File: src/rtl/pipe_pkg.sv
// Shared pipeline definitions: ALUOp encodings, the control bundle and its bubble value.
package pipe_pkg;

  localparam int DATA_W_DEF  = 32;
  localparam int REG_W_DEF   = 5;
  localparam int ALUOP_W_DEF = 3;
  localparam int CNT_W_DEF   = 16;

  localparam logic [REG_W_DEF-1:0] REG_ZERO = '0;

  typedef enum logic [ALUOP_W_DEF-1:0] {
    ALUOP_ADD   = 3'd0,
    ALUOP_SUB   = 3'd1,
    ALUOP_RTYPE = 3'd2,
    ALUOP_AND   = 3'd3,
    ALUOP_OR    = 3'd4,
    ALUOP_SLT   = 3'd5
  } aluOp_e;

  // Single-bit decoder controls carried from ID to EX, in port order.
  typedef struct packed {
    logic regWrite;
    logic memtoReg;
    logic memRead;
    logic memWrite;
    logic branch;
    logic aluSrc;
    logic regDst;
  } ctrl_t;

  localparam ctrl_t BUBBLE_CTRL = '0;

endpackage

File: src/rtl/load_use_detect.sv
// Combinational load-use hazard detection and PC / IF/ID write-enable generation.
module load_use_detect
  import pipe_pkg::*;
#(
  parameter int REG_W = 5
) (
  input  logic             idValid,
  input  logic             exValid,
  input  logic             exMemRead,
  input  logic [REG_W-1:0] exRt,
  input  logic [REG_W-1:0] idRs,
  input  logic [REG_W-1:0] idRt,
  input  logic             flush,
  output logic             hazard,
  output logic             pcWrite,
  output logic             ifIdWrite
);

  logic rtMatch;

  assign rtMatch = (exRt == idRs) || (exRt == idRt);

  // A load targeting $0 never produces a dependency.
  assign hazard = idValid && exValid && exMemRead && (exRt != '0) && rtMatch;

  // A flush squashes the stalled instruction, so fetch must keep moving.
  assign pcWrite   = !hazard || flush;
  assign ifIdWrite = !hazard || flush;

endmodule

File: src/rtl/id_ex_hazard_stage.sv
// ID/EX pipeline register with load-use stall, flush bubbles and saturating
// stall/flush event counters.
module id_ex_hazard_stage
  import pipe_pkg::*;
#(
  parameter int DATA_W  = 32,
  parameter int REG_W   = 5,
  parameter int ALUOP_W = 3,
  parameter int CNT_W   = 16
) (
  input  logic               clk_i,
  input  logic               rst_n,
  input  logic               ID_Valid,
  input  logic               ID_RegWrite,
  input  logic               ID_MemtoReg,
  input  logic               ID_MemRead,
  input  logic               ID_MemWrite,
  input  logic               ID_Branch,
  input  logic               ID_ALUSrc,
  input  logic               ID_RegDst,
  input  logic [ALUOP_W-1:0] ID_ALUOp,
  input  logic [DATA_W-1:0]  ID_ReadData1,
  input  logic [DATA_W-1:0]  ID_ReadData2,
  input  logic [DATA_W-1:0]  ID_SignExt,
  input  logic [DATA_W-1:0]  ID_PC4,
  input  logic [REG_W-1:0]   ID_RegisterRs,
  input  logic [REG_W-1:0]   ID_RegisterRt,
  input  logic [REG_W-1:0]   ID_RegisterRd,
  input  logic               Flush,
  output logic               PCWrite,
  output logic               IF_ID_Write,
  output logic               ID_EX_Valid,
  output logic               ID_EX_RegWrite,
  output logic               ID_EX_MemtoReg,
  output logic               ID_EX_MemRead,
  output logic               ID_EX_MemWrite,
  output logic               ID_EX_Branch,
  output logic               ID_EX_ALUSrc,
  output logic               ID_EX_RegDst,
  output logic [ALUOP_W-1:0] ID_EX_ALUOp,
  output logic [DATA_W-1:0]  ID_EX_ReadData1,
  output logic [DATA_W-1:0]  ID_EX_ReadData2,
  output logic [DATA_W-1:0]  ID_EX_SignExt,
  output logic [DATA_W-1:0]  ID_EX_PC4,
  output logic [REG_W-1:0]   ID_EX_RegisterRs,
  output logic [REG_W-1:0]   ID_EX_RegisterRt,
  output logic [REG_W-1:0]   ID_EX_RegisterRd,
  output logic [CNT_W-1:0]   StallCount,
  output logic [CNT_W-1:0]   FlushCount
);

  localparam logic [CNT_W-1:0] CNT_ONE = CNT_W'(1);

  logic  hazard;
  logic  loadBubble;
  ctrl_t idCtrl;
  ctrl_t exCtrl;

  load_use_detect #(.REG_W(REG_W)) uDetect (
    .idValid   (ID_Valid),
    .exValid   (ID_EX_Valid),
    .exMemRead (ID_EX_MemRead),
    .exRt      (ID_EX_RegisterRt),
    .idRs      (ID_RegisterRs),
    .idRt      (ID_RegisterRt),
    .flush     (Flush),
    .hazard    (hazard),
    .pcWrite   (PCWrite),
    .ifIdWrite (IF_ID_Write)
  );

  assign idCtrl = '{regWrite: ID_RegWrite, memtoReg: ID_MemtoReg, memRead: ID_MemRead,
                    memWrite: ID_MemWrite, branch: ID_Branch, aluSrc: ID_ALUSrc,
                    regDst: ID_RegDst};

  assign loadBubble = Flush || hazard || !ID_Valid;

  always_ff @(posedge clk_i or negedge rst_n) begin
    if (!rst_n) begin
      ID_EX_Valid      <= 1'b0;
      exCtrl           <= BUBBLE_CTRL;
      ID_EX_ALUOp      <= '0;
      ID_EX_ReadData1  <= '0;
      ID_EX_ReadData2  <= '0;
      ID_EX_SignExt    <= '0;
      ID_EX_PC4        <= '0;
      ID_EX_RegisterRs <= '0;
      ID_EX_RegisterRt <= '0;
      ID_EX_RegisterRd <= '0;
    end else if (loadBubble) begin
      ID_EX_Valid      <= 1'b0;
      exCtrl           <= BUBBLE_CTRL;
      ID_EX_ALUOp      <= '0;
      ID_EX_ReadData1  <= '0;
      ID_EX_ReadData2  <= '0;
      ID_EX_SignExt    <= '0;
      ID_EX_PC4        <= '0;
      ID_EX_RegisterRs <= '0;
      ID_EX_RegisterRt <= '0;
      ID_EX_RegisterRd <= '0;
    end else begin
      ID_EX_Valid      <= 1'b1;
      exCtrl           <= idCtrl;
      ID_EX_ALUOp      <= ID_ALUOp;
      ID_EX_ReadData1  <= ID_ReadData1;
      ID_EX_ReadData2  <= ID_ReadData2;
      ID_EX_SignExt    <= ID_SignExt;
      ID_EX_PC4        <= ID_PC4;
      ID_EX_RegisterRs <= ID_RegisterRs;
      ID_EX_RegisterRt <= ID_RegisterRt;
      ID_EX_RegisterRd <= ID_RegisterRd;
    end
  end

  assign ID_EX_RegWrite = exCtrl.regWrite;
  assign ID_EX_MemtoReg = exCtrl.memtoReg;
  assign ID_EX_MemRead  = exCtrl.memRead;
  assign ID_EX_MemWrite = exCtrl.memWrite;
  assign ID_EX_Branch   = exCtrl.branch;
  assign ID_EX_ALUSrc   = exCtrl.aluSrc;
  assign ID_EX_RegDst   = exCtrl.regDst;

  // Counters stick at all-ones rather than wrapping.
  always_ff @(posedge clk_i or negedge rst_n) begin
    if (!rst_n) begin
      StallCount <= '0;
      FlushCount <= '0;
    end else begin
      if (hazard && !Flush && (StallCount != '1)) StallCount <= StallCount + CNT_ONE;
      if (Flush && ID_Valid && (FlushCount != '1)) FlushCount <= FlushCount + CNT_ONE;
    end
  end

endmodule

File: config.mk
export PLATFORM = sky130hd
export DESIGN_NAME = id_ex_hazard_stage
export DESIGN_NICKNAME = d
export VERILOG_FILES = /design/src/rtl/pipe_pkg.sv /design/src/rtl/load_use_detect.sv /design/src/rtl/id_ex_hazard_stage.sv
export SDC_FILE = /design/constraint.sdc
export NUM_CORES = 1
export LEC_CHECK = 0
export BUFFER_PORTS_ARGS = -buffer_cell sky130_fd_sc_hd__buf_4
export CAP_MARGIN = 20
export CORE_AREA = 2 2 132 134
export CTS_BUF_LIST = sky130_fd_sc_hd__clkbuf_4 sky130_fd_sc_hd__clkbuf_8
export CTS_CLUSTER_SIZE = 16
export DETAILED_ROUTE_END_ITERATION = 8
export DIE_AREA = 0 0 134 136
export GPL_ROUTABILITY_DRIVEN = 0
export GPL_TIMING_DRIVEN = 0
export PLACE_DENSITY = 0.74
export SYNTH_ARGS = -nofsm -noshare
export SYNTH_HDL_FRONTEND = slang
export SYNTH_HIERARCHICAL = 1
export SYNTH_SLANG_ARGS = --single-unit
File: constraint.sdc
create_clock -name clk_i -period 2.4 [get_ports clk_i]
set_input_delay 0.48 -clock clk_i [delete_from_list [all_inputs] [get_ports clk_i]]
set_output_delay 0.48 -clock clk_i [all_outputs]
set_load 0.02 [all_outputs]
### Word level (Yosys, flattened, before mapping)

Cells that the tools add are included.

* flip-flop bits (word level): 186
* input bits: 157
* output and inout port bits: 188
* word-level logic and storage cells: 50

* add/sub/neg operators: 2
* eq/ne operators: 4
* mux-type cells: 10
* reduce and logical (&&, ||, !) cells: 16

Operators by type and width (count)
* $mux W32: 4
* $add A16 B1 Y16 const B: 2
* $ne A16 B16 Y1 const B: 2
* $mux W5: 3
* $eq A5 B5 Y1: 2
* $logic_and A1 B1 Y1: 8
* $mux W7: 1
* $reduce_bool A5 Y1: 1
* $logic_or A1 B1 Y1: 4
* $logic_not A1 Y1: 3
* $mux W3: 1
* $mux W1: 1

### Logic depth before layout (Yosys ltp)

* depth after elaboration: 7
* gate-level depth with buffers: 9
* gate-level depth less buffers: 9

### Hierarchy

The synthesis kept the hierarchy.

Modules (own cells, without submodules)
* id_ex_hazard_stage: times used 1, cells each 458, area an instance 6381.1 µm², sequential area each 4654.5 µm²
* load_use_detect: times used 1, cells each 21, area an instance 160.2 µm², sequential area each 0.0 µm²

### Least setup slack after synthesis

OpenSTA, ideal clock, no wires.

* path kind: flip-flop to flip-flop
* start point: register ID_EX_RegisterRt[0]
* end point: register ID_EX_PC4[0]
* library setup time: 66 ps
* arrival time: 2287 ps
* required time: 2334 ps
* slack: 47 ps
* cell stages (with the launch flop): 8
* buffers on the path: 2
* clock period less this slack: 2353 ps
* cell sequence: dfrtp_1 -> or4_2 -> nor2_1 -> nor3_1 -> nor3b_2 -> buf_2 -> clkbuf_1 -> and2_1

* cells in the longest elaborated chain, start to end: 6
* elaborated cells on any way between the ends: 9
* those cells by class: eq/ne (2); mux (1); reduce/logical (6)

RTL lines
* from (decl): line id_ex_hazard_stage.sv:46 `output logic [REG_W-1:0] ID_EX_RegisterRt,`
* from (signal assigned): line id_ex_hazard_stage.sv:110 `ID_EX_RegisterRt <= ID_RegisterRt;`
* $eq A5 B5 Y1 or $reduce_bool A5 Y1 (tied branches): line load_use_detect.sv:21, load_use_detect.sv:24
* $logic_or A1 B1 Y1 or $logic_and A1 B1 Y1 (tied branches): line load_use_detect.sv:21, load_use_detect.sv:24
* $logic_and A1 B1 Y1 *: line load_use_detect.sv:24 `assign hazard = idValid && exValid && exMemRead && (exRt != '0) && rtMatch;`
* named net hazard: line id_ex_hazard_stage.sv:54 `logic hazard;`
* $logic_or A1 B1 Y1 * (2 in series): line id_ex_hazard_stage.sv:76 `assign loadBubble = Flush || hazard || !ID_Valid;`
* $mux W32 *: line id_ex_hazard_stage.sv:90 `end else if (loadBubble) begin`
* to (signal assigned): line id_ex_hazard_stage.sv:86 `ID_EX_PC4 <= '0;`
* to (signal assigned): line id_ex_hazard_stage.sv:97 `ID_EX_PC4 <= '0;`
* to (signal assigned): line id_ex_hazard_stage.sv:108 `ID_EX_PC4 <= ID_PC4;`
* to (decl): line id_ex_hazard_stage.sv:44 `output logic [DATA_W-1:0] ID_EX_PC4,`

The timed path passes the listed nets; every way through them passes the cells marked *.
A chain may end at the register's enable or synchronous reset.

### Worst setup path after layout

* start point: register ID_EX_RegisterRt[0]
* end point: output port PCWrite

* cells in the longest elaborated chain, start to end: 5
* elaborated cells on any way between the ends: 8
* those cells by class: eq/ne (2); reduce/logical (6)

RTL lines
* $eq A5 B5 Y1 or $reduce_bool A5 Y1 (tied branches): line load_use_detect.sv:21, load_use_detect.sv:24
* $logic_or A1 B1 Y1 or $logic_and A1 B1 Y1 (tied branches): line load_use_detect.sv:21, load_use_detect.sv:24
* $logic_and A1 B1 Y1 *: line load_use_detect.sv:24
* $logic_not A1 Y1 *: line load_use_detect.sv:27 `assign pcWrite = !hazard || flush;`
* $logic_or A1 B1 Y1 *: line load_use_detect.sv:27
* to (decl): line id_ex_hazard_stage.sv:30 `output logic PCWrite,`

Every way passes the cells marked *; elsewhere a longest branch is shown, timed or not.

==> metrics.csv <==
metric;value;unit
vias per cell;4.334;
initial antenna violation count;0;
CP Data Required Time;1.92;ns
Die Width;134;um
Placed Cells;1049;
most frequent cells in the layout;buf_4, dfrtp_1, and2_1, xor2_1, clkbuf_8;
worst reg2reg path depth;9;
Routed Antenna Nets;0;
Netlist cell types;34;
critical path launch point type;register;
register area share after synthesis;71.16;%
DRC viols;0;
WHS Endpoint;ID_EX_ReadData1[29]$_DFF_PN0_;
worst-path cell chain;xor2_1 > nor3_2 > a22oi_2 > or4_4 > buf_6 > buf_6;
Tcrit/Tclk final;106.9;%
global-route wire length before repair;25080;um
CP dominant cell by count;buf_6;
Ys Warns;6;
post-layout util;59.13;%
register area;4656;um^2
fillers;1414;
CTS buffer count;17;
via count;4707;
Top delay family on crit path;simple AND/OR/NAND/NOR gates;
worst-path fanout max;4;
CP bufs+invs;2;
worst slew pin tran;0.5653;ns
critical path capture point type;primary output;
post-layout net count;1009;
post-layout minimum cycle time;2.565;ns
clock slew at reported path FFs;0.10;ns
syn nets;638;
Hold Startpoint;ID_ReadData1[29];
clk buf depth;2;
vias in the first global route;4675;
clock skew;0.01193;ns
failing checks;setup timing;
Worst path max stage delay;0.44;ns
GR Layer Usage met3;7.755;%
share of cells above drive strength 1;49.01;%
Syn Area/Cell;13.66;um^2
RSZ-0062 raised after global routing;true;
gr usage total;18.27;%
Rel. slew slack;62.31;%
die height;136;um
Ant. Diodes;0;
largest net degree at the start of global routing;113;
H-Tree Depth;4;
Critical Path Slowest Stage Cell;dfrtp_1;
Leak Pwr;5.351;nW
Finished Layout Cells;1086;
Max-cap violations;0;
fmax;389.8;MHz
outcome;finished, violations left;
reg2reg start;ID_EX_RegisterRt[0]$_DFF_PN0_;
Reg2Reg Setup Slack;-0.05;ns
Yosys top cell area share;71.16;%
post-synthesis register bit count;186;
Mapped Cells;479;
Power Dens Cells;636.7;nW/um^2
starting density of the core;38.76;%
met2 Usage GRT;31.31;%
worst setup slack after layout;-0.1653;ns
insertion delay to the later sink of the worst-skew pair;0.45;ns
die area;18220;um^2
crit path DAT;2.09;ns
Worst Hold Depth;2;
gr ovfl total;0;
VDD IR-drop max;0.3339;mV
setup violators final;5;
row cnt;48;
GR peak layer;met2;
Final Max Tran Viols;0;
synthesized cell area;6541;um^2
core area;16880;um^2
most common cell after layout, fill and taps aside;buf_4;
# IOs;345;
total power;6.354;mW
IO Port Bufs;344;
count of final hold-check violations;0;
CTS tree;built;
Root Buffer;clkbuf_8;
DR WL/cell;15.73;um
CTS Sinks;186;
Hold WS;0.2277;ns
Area growth syn-to-layout;52.56;%
final wirelength;17080;um
Final HPWL DP;13150;um
drt initial violations;141;
post-synth top area cell;dfrtp_1;
crit path kind;reg2out;
multi-input logic area;1864;um^2
1st-pass router iterations;4;
GRT met1 Usage;20.88;%
end of the worst register-to-register path;StallCount[15]$_DFFE_PN0P_;
HP Class;in2reg;
synth top area cells;dfrtp_1, and2_1, xor2_1, xnor2_1, nand4_1;
Total Negative Setup Slacks;-0.3488;ns
report_power, final:
group | switching, mW | internal [mW]
Sequential | 0.108 | 3.28
Combinational | 0.453 | 0.466
Clock | 1.11 | 0.942
metrics by stage:
step                      setup WS, ns  area [um^2]
final                          -0.1653         9980
after global routing           -0.2477         9980
after CTS                      -0.1711         9917
after detailed placement       -0.8376         9440
after global placement         -0.8521         9405
after floorplan                0.04705         6541
cells in the mapped netlist (all sizes together):
| cell | number |
|---|---|
| a22oi | 1 |
| inv | 4 |
| and4 | 1 |
| xnor2 | 16 |
| clkbuf | 15 |
| nand4 | 13 |
| and2 | 154 |
| nor3 | 10 |
| nor4b | 2 |
| nor2 | 13 |
| mux2 | 3 |
| a41oi | 1 |
| dfrtp | 186 |
| or4 | 2 |
| nand3 | 9 |
| o21a | 2 |
| nor2b | 3 |
| and3 | 3 |
| nand2 | 12 |
| nor3b | 2 |
| buf | 3 |
| a21oi | 2 |
| ha | 2 |
| xor2 | 19 |
| o211ai | 1 |
worst max-delay path by stage:
stage	slack, ns	start	cells after the start	end
after global routing	-0.25	ID_EX_RegisterRt[1]$_DFF_PN0_	6	PCWrite
after detailed placement	-0.84	ID_EX_RegisterRt[0]$_DFF_PN0_	7	ID_EX_PC4[2]$_DFF_PN0_
after CTS	-0.17	ID_EX_RegisterRt[2]$_DFF_PN0_	7	PCWrite
after floorplan	0.05	ID_EX_RegisterRt[0]$_DFF_PN0_	7	ID_EX_PC4[0]$_DFF_PN0_
after global placement	-0.85	ID_EX_RegisterRt[0]$_DFF_PN0_	7	ID_EX_PC4[2]$_DFF_PN0_
final	-0.17	ID_EX_RegisterRt[0]$_DFF_PN0_	6	PCWrite
layout make-up:
cell class	instances	share of cell area, %
Clock buffer	18	2.420
Clock inverter	12	1.417
Timing Repair Buffer	352	26.86
Tap cell	225	2.821
Sequential cell	186	46.65
Multi-Input combinational cell	271	18.68
Inverter	4	0.1505
Buffer	18	1.003
repair_timing:
action,CTS,global route
cloned,0,0
pin swaps,6,2
hold endpoints to repair,46,0
setup endpoints to repair,162,109
setup buffers,4,2
hold buffers,1,0
resized for setup,16,28
layer usage:
layer | part of all wire (%) | wire [um] | vias to the layer above
li1 | - | - | 2257
met1 | 37 | 6371 | 2245
met2 | 53 | 9038 | 190
met3 | 8.6 | 1476 | 15
met4 | 1.1 | 192 | 0
met5 | 0 | 0 | -
registers in the layout, indices dropped and copies added, names as in the netlist:
register	cells
ID_EX_ReadData2	32
ID_EX_RegisterRs	5
FlushCount	16
ID_EX_RegDst	1
ID_EX_RegisterRd	5
ID_EX_PC4	32
ID_EX_MemRead	1
ID_EX_ALUSrc	1
ID_EX_MemWrite	1
StallCount	16
ID_EX_RegisterRt	5
ID_EX_Branch	1
ID_EX_Valid	1
ID_EX_SignExt	32
ID_EX_ALUOp	3
ID_EX_ReadData1	32
ID_EX_MemtoReg	1
ID_EX_RegWrite	1
logic make-up after synthesis:
family,synth area share [%]
buffers and inverters,1.396
adders and majority gates,0.3825
DFF,71.16
AOI/OAI and AO/OA,0.7460
xor gates and xnor gates,4.686
and+or+nand+nor,21.06
muxes,0.5737
worst register-to-register path, delay by kind of cell (launching register included):
kind | cells | cell delay (ns)
and+or+nand+nor | 6 | 1.45
DFF | 1 | 0.44
AOI/OAI and AO/OA | 1 | 0.12
xor gates and xnor gates | 2 | 0.33
Power figures use the tool's default switching activity.
